File: config.mk
export PLATFORM = sky130hd
export DESIGN_NAME = cpu_bus_serdes
export DESIGN_NICKNAME = d
export VERILOG_FILES = /design/src/rtl/cpu_bus_serdes.sv
export SDC_FILE = /design/constraint.sdc
export NUM_CORES = 1
export LEC_CHECK = 0
export ABC_AREA = 0
export CAP_MARGIN = 25
export CORE_MARGIN = 5
export CORE_UTILIZATION = 52
export CTS_CLUSTER_DIAMETER = 100
export DETAILED_ROUTE_END_ITERATION = 10
export HOLD_SLACK_MARGIN = 0.1
export PLACE_DENSITY = 0.8
export SLEW_MARGIN = 15
export SYNTH_ARGS = -nofsm -noshare
export SYNTH_HDL_FRONTEND = slang
export SYNTH_SLANG_ARGS = --single-unit
File: constraint.sdc
create_clock -name clk -period 2.84 [get_ports clk]
set_input_delay 0.568 -clock clk [delete_from_list [all_inputs] [get_ports clk]]
set_output_delay 0.568 -clock clk [all_outputs]
set_load 0.01 [all_outputs]
File: src/rtl/cpu_bus_serdes.sv
// cpu_bus_serdes: serialises CPU accesses into address, command and data lane beats.
// Define CPU_BUS_SERDES_WAIT_EN to let ext_wait stall WDATA/RDATA beats.
module cpu_bus_serdes #(
    parameter int ADDR_W = 32,
    parameter int DATA_W = 32,
    parameter int LANE_W = 8
) (
    input  logic              clk,
    input  logic              rst_n,
    input  logic              cpu_req,
    input  logic              cpu_we,
    input  logic [ADDR_W-1:0] cpu_addr,
    input  logic [DATA_W-1:0] cpu_wdata,
    output logic [DATA_W-1:0] cpu_rdata,
    output logic              cpu_ready,
    output logic              busy,
    output logic [LANE_W-1:0] bus_out,
    output logic              bus_strobe,
    output logic [LANE_W-1:0] io_out,
    input  logic [LANE_W-1:0] io_in,
    output logic [LANE_W-1:0] io_oe,
    input  logic              ext_wait
);
    localparam int ADDR_BEATS = ADDR_W / LANE_W;
    localparam int DATA_BEATS = DATA_W / LANE_W;
    localparam int MAX_BEATS  = ADDR_BEATS > DATA_BEATS ? ADDR_BEATS : DATA_BEATS;
    localparam int CNT_W      = MAX_BEATS > 1 ? $clog2(MAX_BEATS) : 1;

    if (ADDR_W % LANE_W != 0 || DATA_W % LANE_W != 0) begin : g_bad_width
        $error("cpu_bus_serdes: ADDR_W and DATA_W must be multiples of LANE_W");
    end

    typedef enum logic [2:0] {IDLE, ADDR, CMD, WDATA, TURN, RDATA, DONE} state_t;

    state_t             state_q, state_d;
    logic [CNT_W-1:0]   beat_q, beat_d;
    logic               we_q, we_d;
    logic [ADDR_W-1:0]  addr_q, addr_d;
    logic [DATA_W-1:0]  wdata_q, wdata_d;
    logic [DATA_W-1:0]  shadow_q, shadow_d;
    logic [DATA_W-1:0]  rdata_q, rdata_d;
    logic               ready_q, ready_d;
    logic               busy_q, busy_d;
    logic [LANE_W-1:0]  bus_out_q, bus_out_d;
    logic               strobe_q, strobe_d;
    logic [LANE_W-1:0]  io_out_q, io_out_d;
    logic [LANE_W-1:0]  io_oe_q, io_oe_d;
    logic               stall;

`ifdef CPU_BUS_SERDES_WAIT_EN
    assign stall = ext_wait && (state_q == WDATA || state_q == RDATA);
`else
    logic unused_ext_wait;
    assign unused_ext_wait = ext_wait;
    assign stall = 1'b0;
`endif

    always_comb begin
        state_d  = state_q;
        beat_d   = beat_q;
        we_d     = we_q;
        addr_d   = addr_q;
        wdata_d  = wdata_q;
        shadow_d = shadow_q;
        rdata_d  = rdata_q;
        case (state_q)
            IDLE: if (cpu_req) begin
                we_d    = cpu_we;
                addr_d  = cpu_addr;
                wdata_d = cpu_wdata;
                state_d = ADDR;
            end
            ADDR: if (beat_q == CNT_W'(ADDR_BEATS - 1)) state_d = CMD;
                  else beat_d = beat_q + 1'b1;
            CMD:  state_d = we_q ? WDATA : TURN;
            WDATA: if (!stall) begin
                if (beat_q == CNT_W'(DATA_BEATS - 1)) state_d = DONE;
                else beat_d = beat_q + 1'b1;
            end
            TURN: state_d = RDATA;
            RDATA: if (!stall) begin
                shadow_d[beat_q*LANE_W +: LANE_W] = io_in;
                if (beat_q == CNT_W'(DATA_BEATS - 1)) begin
                    state_d = DONE;
                    rdata_d = shadow_d;
                end else beat_d = beat_q + 1'b1;
            end
            DONE: state_d = IDLE;
            default: state_d = IDLE;
        endcase
        if (state_d != state_q) beat_d = '0;
        // Outputs are registered from the next state so they line up with it
        bus_out_d = state_d == ADDR ? addr_d[beat_d*LANE_W +: LANE_W]
                  : state_d == CMD  ? LANE_W'(we_d) : '0;
        strobe_d  = state_d == ADDR || state_d == CMD || state_d == WDATA || state_d == RDATA;
        io_out_d  = state_d == WDATA ? wdata_d[beat_d*LANE_W +: LANE_W] : '0;
        io_oe_d   = {LANE_W{state_d == WDATA}};
        ready_d   = state_d == DONE;
        busy_d    = state_d != IDLE;
    end

    always_ff @(posedge clk or negedge rst_n) begin
        if (!rst_n) begin
            state_q   <= IDLE;
            beat_q    <= '0;
            we_q      <= 1'b0;
            addr_q    <= '0;
            wdata_q   <= '0;
            shadow_q  <= '0;
            rdata_q   <= '0;
            ready_q   <= 1'b0;
            busy_q    <= 1'b0;
            bus_out_q <= '0;
            strobe_q  <= 1'b0;
            io_out_q  <= '0;
            io_oe_q   <= '0;
        end else begin
            state_q   <= state_d;
            beat_q    <= beat_d;
            we_q      <= we_d;
            addr_q    <= addr_d;
            wdata_q   <= wdata_d;
            shadow_q  <= shadow_d;
            rdata_q   <= rdata_d;
            ready_q   <= ready_d;
            busy_q    <= busy_d;
            bus_out_q <= bus_out_d;
            strobe_q  <= strobe_d;
            io_out_q  <= io_out_d;
            io_oe_q   <= io_oe_d;
        end
    end

    assign cpu_rdata  = rdata_q;
    assign cpu_ready  = ready_q;
    assign busy       = busy_q;
    assign bus_out    = bus_out_q;
    assign bus_strobe = strobe_q;
    assign io_out     = io_out_q;
    assign io_oe      = io_oe_q;
endmodule

# Word-level counts from Yosys, hierarchy flattened
# Index checks and enable logic that the tools add are counted.
[classes]
add_sub_neg = 2
mul = 0
div_mod_pow = 0
magnitude_cmp = 0
n_eq_ne = 12
shifts = 4
muxes = 18
bitwise_logic = 0
reduce_logical = 8
[op_table]
columns = ["op", "count"]
rows = [
  ["32-bit 2-to-1 mux", 4],
  ["32-bit by 6-bit variable part select with 8-bit output", 2],
  ["5-bit negator with 34-bit output", 1],
  ["8-bit by 34-bit variable shift with 32-bit output (first input constant)", 1],
  ["8-bit by 34-bit variable part select with 32-bit output", 1],
  ["32-bit bitwise mux", 1],
  ["8-bit 2-to-1 mux", 2],
  ["3-bit one-hot mux with 5 select lines", 1],
  ["3-bit by 2-bit == test with 1-bit output (second input constant)", 4],
  ["3-bit == test (second input constant)", 4],
  ["3-bit 2-to-1 mux", 4],
  ["3-bit by 1-bit == test with 1-bit output (second input constant)", 2],
  ["2-bit 2-to-1 mux", 3],
  ["3-bit logical NOT", 1],
  ["1-bit logical OR", 3],
  ["1-bit 2-to-1 mux", 3],
  ["3-bit inequality test", 1],
  ["3-bit nonzero test", 1],
  ["3-bit OR reduction", 1],
  ["2-bit by 1-bit adder with 2-bit output (second input constant)", 1],
  ["2-bit == test (second input constant)", 1],
  ["2-bit AND reduction", 1],
  ["2-bit OR reduction", 1],
]
[totals]
register_bits = 154
latchBits = 0
mem_bits_rw = 0
romBits = 0
in_bits = 77
output_inout_bits = 59
wordCells = 57
memories = 0

# Longest topological paths before layout
# Gate-level depths: netlist of the first run.
[depth]
depth_word = 7
depth_mapped = 10
mapped_depth_nobuf = 8

# Least setup slack after synthesis of the first run
# No wires, ideal clock.
[synth_timing]
kind = "register to register"
from = "register beat_q[0]"
to = "register io_out_q[5], in the netlist io_out[5]"
setup_ns = 0.121
arrival_ns = 2.108
t_required_ns = 2.719
setup_slack_ns = 0.611
path_stages_with_launch = 10
n_path_buf = 2
synth_period_minus_slack_ns = 2.229
path_cell_list = "dfrtp_1 -> ha_1 -> clkbuf_1 -> or2b_1 -> o221a_4 -> buf_6 -> or2_4 -> inv_2 -> nor2_1 -> a22o_1"
[synth_between]
elab_chain_cells = 7
elab_cells_between_ends = 12
cone_classes = "add/sub (1); eq/ne (3); shift (1); mux (7)"
[synth_rtl]
columns = ["item", "line", "source"]
rows = [
  ["start: declaration", "36", "logic [CNT_W-1:0] beat_q, beat_d;"],
  ["start signal: assignment", "119", "beat_q <= beat_d;"],
  ["2-bit == test", "73, 77, 83", ""],
  ["3-bit 2-to-1 mux (on tied branches)", "77, 83, 73", ""],
  ["3-bit one-hot mux with 5 select lines", "66", "case (state_q)"],
  ["3-bit inequality test", "91", "if (state_d != state_q) beat_d = '0;"],
  ["2-bit 2-to-1 mux", "91", ""],
  ["32-bit by 6-bit variable part select with 8-bit output", "96", "io_out_d = state_d == WDATA ? wdata_d[beat_d*LANE_W +: LANE_W] : '0;"],
  ["8-bit 2-to-1 mux (*)", "96", ""],
  ["via io_out_d[5]", "46", "logic [LANE_W-1:0] io_out_q, io_out_d;"],
  ["end signal: assignment", "129", "io_out_q <= io_out_d;"],
  ["end: declaration", "46", ""],
]
# Mark *: on every way through the listed nets, which the timed path passes. The rest lies on a longest branch.
# A chain may end at the register's enable or synchronous reset.

# Worst setup path after layout of the first run
[layout_timing]
from = "input cpu_req"
to = "register bus_out_q[1], in the netlist bus_out[1]"
[layout_between]
elab_cells_between_ends = 9
cone_classes = "eq/ne (2); shift (1); mux (6)"
[layout_rtl]
columns = ["item", "line", "source"]
rows = [
  ["start: declaration", "10", "input logic cpu_req,"],
  ["32-bit 2-to-1 mux", "67", "IDLE: if (cpu_req) begin"],
  ["32-bit 2-to-1 mux", "66", ""],
  ["via addr_d[17]", "38", "logic [ADDR_W-1:0] addr_q, addr_d;"],
  ["32-bit by 6-bit variable part select with 8-bit output", "93", "bus_out_d = state_d == ADDR ? addr_d[beat_d*LANE_W +: LANE_W]"],
  ["8-bit 2-to-1 mux", "93", ""],
  ["via bus_out_d[1]", "44", "logic [LANE_W-1:0] bus_out_q, bus_out_d;"],
  ["end signal: assignment", "127", "bus_out_q <= bus_out_d;"],
  ["end: declaration", "44", ""],
]
# The timed path passes the listed nets, and every way through them passes these cells.

==> reports/results.tsv, run 1 <==
metric	value	unit
status	complete, no violations	
die extent in x	126	µm
Layout Nets	789	
Num CTS Buffers	17	
combined area of the multi-input logic cells	2780	µm²
CTS sink cnt	154	
worst setup path class	in2reg	
IO Count	136	
Seq cells post-synth	154	
core area	13200	µm²
Max Slew Vio Count	0	
period utilization	0.856	
Post-DP HPWL	11400	µm
first-pass GRT wire length	26900	µm
dpl ws	0.0458	ns
maximum clock path buffer count	2	
Synth warnings	0	
CTS Hold Bufs	0	
Routed Antenna Nets	0	
worst slew pin tran	0.621	ns
die area	15800	µm²
CP max FO	41	
Worst-path clk slew	0.06	ns
largest net degree at the start of global routing	68	
Post-synth top flop	dfrtp_1	
Inserted Diodes	0	
H-Tree Depth	4	
PwrDens	1160	nW/µm²
number of global-route vias before repair	5196	
number of fill cells	959	
PortBufs	134	
wire length per cell	18.2	µm
Fin Clk Skew	0.00707	ns
synth top area cells	dfrtp_1 55%, mux2_2 11%, a22o_1 4.8%	
Fin. Hold Viols	0	
Max-Cap Viols	0	
Total Neg Setup Slack	0	ns
synthesized instance count	580	
initial core utilization	0.527	
Clk Latency, worst-skew pair	0.42	ns
Post-Syn Nets	664	
Critical Path AT	2.71	ns
gr usage total	0.213	
initial antenna violation count	0	
routed vias/inst	5.60	
CP Capture Type	register	
Final setup viols	0	
maximum vdd drop	0.000565	V
Via Count	4999	
worst reg2reg path startpoint	state_q[2]$_DFF_PN0_	
worst hold path type	in2async	
row count	42	
Post-synth ARST share	1.00	
RD Place Congestion	0.791	
synthesized area per cell	12.0	µm²
worst path required time	3.12	ns
share of the yosys chip area belonging to registers	0.554	
drt pass-1 iters	4	
Pleak	3.92	nW
Final WS setup	0.409	ns
Resized Gates After CTS	0	
Post-synth EDFFs	0	
Synth top area share	0.554	
# DRC	0	
CTS tree	built	
routed wire length	16300	µm
share of cells above drive strength 1	0.180	
element type at the critical path start	input pin	
post-synth cell types	46	
endpoint of the worst-slack reg-to-reg timing path	bus_out[1]$_DFF_PN0_	
Die H	126	µm
total grt overflow	0	
slew margin rel.	0.586	
FF-to-FF path depth	6	
synthesized cell area	6960	µm²
cell taking the most area after synthesis	dfrtp_1	
R2R setup slack	0.48	ns
setup bufs post-CTS	0	
drt first-iter violations	398	
Tmin final	2.43	ns
Reg area	3850	µm²
Fmax	411	MHz
root buffer cell	clkbuf_16	
synth-to-layout area growth	29.6	%
RSZ-0062 raised after global routing	false	
-- routing by layer --
layer / wire, µm / up-vias / GRT usage / part of all wire
met5: 0 / - / 0 / 0
met4: 244 / 0 / 0.0638 / 0.015
met3: 1020 / 16 / 0.0597 / 0.063
met2: 8120 / 184 / 0.357 / 0.50
met1: 6880 / 2482 / 0.270 / 0.42
li1: - / 2317 / - / -
-- through the flow --
step | cells | util | cell area, µm² | power (mW) | hold WS (ns)
after floorplan | 580 | - | 6960 | 6.57 | 0.272
after global placement | 862 | 0.637 | 8400 | 7.87 | 0.461
after detailed placement | 862 | 0.637 | 8400 | 8.08 | 0.471
after CTS | 893 | 0.684 | 9020 | 10.5 | 0.156
after global routing | 893 | 0.684 | 9020 | 11.1 | 0.188
final | 893 | 0.684 | 9020 | 10.5 | 0.141
-- synth_stat cells (all sizes together), types with 2 or more instances --
master / instances
a21oi: 35
a22o: 38
a31oi: 9
and2: 5
and4: 2
buf: 30
clkbuf: 16
dfrtp: 154
ha: 7
inv: 11
mux2: 72
mux2i: 20
nand2: 38
nand2b: 2
nand3: 14
nor2: 13
nor2b: 33
nor3: 2
nor4b: 3
o211ai: 10
o21ai: 42
o21bai: 2
or3: 9
-- cell usage in the layout (no fill, tap or decap), drive strengths merged, types with 4 or more instances in the layout --
master / count
a21oi: 35
a22o: 38
a31oi: 9
and2: 5
buf: 19
bufinv: 4
clkbuf: 24
clkdlybuf4s50: 133
dfrtp: 154
ha: 7
inv: 11
mux2: 72
mux2i: 20
nand2: 38
nand3: 14
nor2: 13
nor2b: 33
o211ai: 10
o21ai: 42
or3: 9
-- critical path, stage by stage --
cell,delay [ns]
clkdlybuf4s50_1,0.55
nor4b_4,0.31
buf_12,0.29
buf_4,0.26
mux2_2,0.38
o211ai_1,0.20
a31oi_1,0.13
-- state kept, by name (all words and copies together) (netlist names) --
signal      flops
we_q            1
cpu_rdata      32
io_out          8
busy            1
bus_strobe      1
state_q         3
bus_out         8
shadow_q       32
cpu_ready       1
wdata_q        32
addr_q         32
beat_q          2
io_oe           1
-- area by class of cell --
| class | count | area share |
|---|---|---|
| Clock buffer | 24 | 0.0534 |
| Clock inverter | 7 | 0.0154 |
| Inverter | 11 | 0.00458 |
| Multi-Input combinational cell | 369 | 0.308 |
| Sequential cell | 154 | 0.427 |
| Tap cell | 176 | 0.0244 |
| Timing Repair Buffer | 152 | 0.167 |
-- worst max-delay path by stage --
stage                        start                   end  slack, ns
6_report                   cpu_req  bus_out[1]$_DFF_PN0_       0.41
5_1_grt                    cpu_req  bus_out[1]$_DFF_PN0_       0.32
4_1_cts                    cpu_req  bus_out[1]$_DFF_PN0_       0.45
3_5_place_dp               cpu_req   io_out[0]$_DFF_PN0_       0.05
3_3_place_gp               cpu_req  bus_out[5]$_DFF_PN0_        0.1
2_1_floorplan  beat_q[0]$_DFF_PN0_   io_out[5]$_DFF_PN0_       0.61
-- cells by family (layout without fill, tap and decap cells) --
group                      Yosys count  after routing  synth area share
muxes                               93             93             0.150
adders and majority gates            7              7            0.0126
DFF                                154            154             0.554
and+or+nand+nor                    125            125            0.0996
AOI/OAI and AO/OA                  143            143             0.136
buffers and inverters               57            194            0.0468
xor gates and xnor gates             1              1           0.00126
-- report_power, final --
group	total, mW	switching [mW]	internal, mW
clock network	2.38	0.842	1.54
registers	3.63	0.479	3.15
logic	4.46	2.22	2.24
No activity file was read; power rests on OpenSTA's default activity.
==> run 2, diff against run 1 <==
--- a/config.mk
+++ b/config.mk
@@ -8,11 +8,13 @@
 export ABC_AREA = 0
 export CAP_MARGIN = 25
 export CORE_MARGIN = 5
-export CORE_UTILIZATION = 52
+export CORE_UTILIZATION = 49
+export CTS_BUF_LIST = sky130_fd_sc_hd__clkbuf_2
 export CTS_CLUSTER_DIAMETER = 100
 export DETAILED_ROUTE_END_ITERATION = 10
 export HOLD_SLACK_MARGIN = 0.1
-export PLACE_DENSITY = 0.8
+export PLACE_DENSITY = 0.79
+export SKIP_CTS_REPAIR_TIMING = 1
 export SLEW_MARGIN = 15
 export SYNTH_ARGS = -nofsm -noshare
 export SYNTH_HDL_FRONTEND = slang
==> constraint.sdc (replaced) <==
create_clock -name clk -period 2.05 [get_ports clk]
set_input_delay 0.41 -clock clk [delete_from_list [all_inputs] [get_ports clk]]
set_output_delay 0.41 -clock clk [all_outputs]
set_load 0.01 [all_outputs]
==> reports/results.tsv, run 2 (synthesis gave the netlist of run 1 again) <==
metric	value	unit	change
status	complete, but fails checks		
failing checks	setup timing		
CTS tree	built		
Num CTS Buffers	17		unchanged
Pleak	5.01	nW	+28%
synth-to-layout area growth	38.4	%	
core area	13900	µm²	+5.2%
Flop pwr share	0.335		-0.012
Fmax	465	MHz	
CP Capture Type	register		
CP max FO	6		-85%
Critical Path Sink	bus_out[6]$_DFF_PN0_		
Clk Latency, worst-skew pair	0.73	ns	+0.31 ns
Final setup viols	15		+15
initial antenna violation count	0		unchanged
RD Place Congestion	0.817		+3.4%
number of global-route vias before repair	5322		+2.4%
routed vias/inst	5.52		-1.4%
met2 routed WL	9040	µm	+11%
Final WS setup	-0.102	ns	-0.512 ns
crit path launch	state_q[0]$_DFF_PN0_		
period utilization	1.05		
Critical Path AT	2.81	ns	+0.10 ns
Inserted Diodes	0		unchanged
dpl ws	-0.526	ns	-0.572 ns
initial core utilization	0.501		-0.0262
met1 wire length	7370	µm	+7.1%
Crit-path slowest cell	dfrtp_2		
routed wire length	17900	µm	+10%
Fin. Hold Viols	0		unchanged
Layout Nets	855		+8.4%
Post-DP HPWL	11900	µm	+5.1%
worst slew pin tran	0.573	ns	-0.0480 ns
Final Power	14.7	mW	+41%
row count	43		+2.4%
maximum clock path buffer count	2		unchanged
worst reg2reg path startpoint	state_q[0]$_DFF_PN0_		
most frequent cells in the layout	150 x dfrtp_1, 74 x clkdlybuf4s50_1, 64 x buf_4, 59 x dlymetal6s2s_1, 50 x mux2_2		
die area	16700	µm²	+5.6%
root buffer cell	clkbuf_2		
P_sw	5.28	mW	+49%
largest incremental delay on the critical path	0.52	ns	-0.03 ns
gr usage total	0.204		-0.00850
Via Count	5321		+6.4%
total grt overflow	0		unchanged
worst setup path class	reg2reg		
H-Tree Depth	4		unchanged
drt first-iter violations	517		+30%
Max Slew Vio Count	0		unchanged
Worst-path clk slew	0.23	ns	+0.17 ns
Logic pwr share	0.539		+0.113
worst path required time	2.70	ns	-0.42 ns
maximum vdd drop	0.000911	V	+61%
Clk pwr share	0.126		-0.101
cell mode on critical path	mux2_4		
Max-Cap Viols	0		unchanged
IO Count	136		unchanged
worst hold path type	in2async		
share of cells above drive strength 1	0.277		+0.0969
Sw Ratio	0.359		+0.0205
Die H	129	µm	+2.8%
PortBufs	134		unchanged
slew margin rel.	0.618		+0.0320
first-pass GRT wire length	26900	µm	about the same
die extent in x	129	µm	+2.8%
largest net degree at the start of global routing	65		-4.4%
internal power	9.44	mW	+36%
drt pass-1 iters	5		+1
Tmin final	2.15	ns	
Fin Clk Skew	0.0410	ns	+0.0339 ns
highest metal used	met4		
endpoint of the worst-slack reg-to-reg timing path	bus_out[6]$_DFF_PN0_		
metal3 WL	1220	µm	+19%
CTS sink cnt	154		unchanged
wire length per cell	18.6	µm	+2.1%
R2R setup slack	-0.10	ns	-0.58 ns
FF-to-FF path depth	7		+1
cells along the critical path	nor4b_4 -> buf_4 -> clkbuf_16 -> buf_12 -> mux2_4 -> mux2_4 -> a22o_1		
PwrDens	1530	nW/µm²	+32%
number of fill cells	987		+2.9%
commonest non-fill, non-tap cell in the layout	dfrtp_1		
# DRC	0		unchanged
RSZ-0062 raised after global routing	true		
Routed Antenna Nets	0		unchanged
element type at the critical path start	register		
[run 2: cell types whose count changed in the layout (fill, tap and decap cells not counted), sizes merged]
cell	change
clkinvlp	+3
dlygate4sd3	+1
buf	+61
inv	-1
clkbuf	-2
clkdlybuf4s50	-59
clkinv	+5
dlymetal6s2s	+59
[run 2: how the worst min path moves through the flow]
stage / slack, ns / from / endpoint
2_1_floorplan: 0.11 / rst_n / addr_q[0]$_DFF_PN0_
3_3_place_gp: 0.42 / rst_n / cpu_rdata[22]$_DFFE_PN0P_
3_5_place_dp: 0.42 / rst_n / cpu_rdata[19]$_DFFE_PN0P_
4_1_cts: -0.42 / rst_n / io_out[5]$_DFF_PN0_
5_1_grt: 0.15 / rst_n / io_out[5]$_DFF_PN0_
6_report: 0.18 / rst_n / shadow_q[20]$_DFFE_PN0P_
[run 2: area by class of cell]
cell class,instances,area [µm²],share of cell area
well taps,180,225,0.0234
multi-input cells,369,2900,0.301
flip-flops and latches,154,3860,0.401
inverters,11,50.0,0.00520
repair buffers,218,2320,0.241
clock inverters,14,179,0.0186
clock buffers,18,90.1,0.00936
[run 2: worst max-delay path, delay by kind of cell, from the launching register on]
kind                   cells  cell delay (ns)
multiplexers               2             0.57
buffers and inverters      3             0.44
AO/OA/AOI/OAI              1             0.22
flip-flops                 1             0.52
AND/OR/NAND/NOR            1             0.32
[run 2: power groups by stage]
stage / Combinational, mW / Sequential (mW) / Clock, mW
2_1_floorplan: 4.15 / 5.02 / 0
3_3_place_gp: 6.60 / 4.94 / 0
3_5_place_dp: 6.81 / 5.02 / 0
4_1_cts: 6.83 / 4.95 / 1.89
5_1_grt: 8.51 / 5.08 / 2.03
6_report: 7.93 / 4.93 / 1.86
[run 2: metal layers]
layer / GRT usage / vias to the layer above
met4: 0.0655 / 0
li1: - / 2446
met3: 0.0532 / 25
met5: 0 / -
met2: 0.335 / 204
met1: 0.267 / 2646
[run 2: stage by stage]
stage,hold WS (ns),cells,instance area (µm²),TNS (ns),utilization
detailed placement,0.423,893,8700,-13.27,0.627
floorplan,0.114,580,6990,-2.39,-
CTS,-0.421,925,8970,-7.65,0.646
finish,0.183,964,9630,-0.913,0.694
global route,0.155,964,9630,-2.25,0.694
global placement,0.419,893,8700,-9.70,0.627
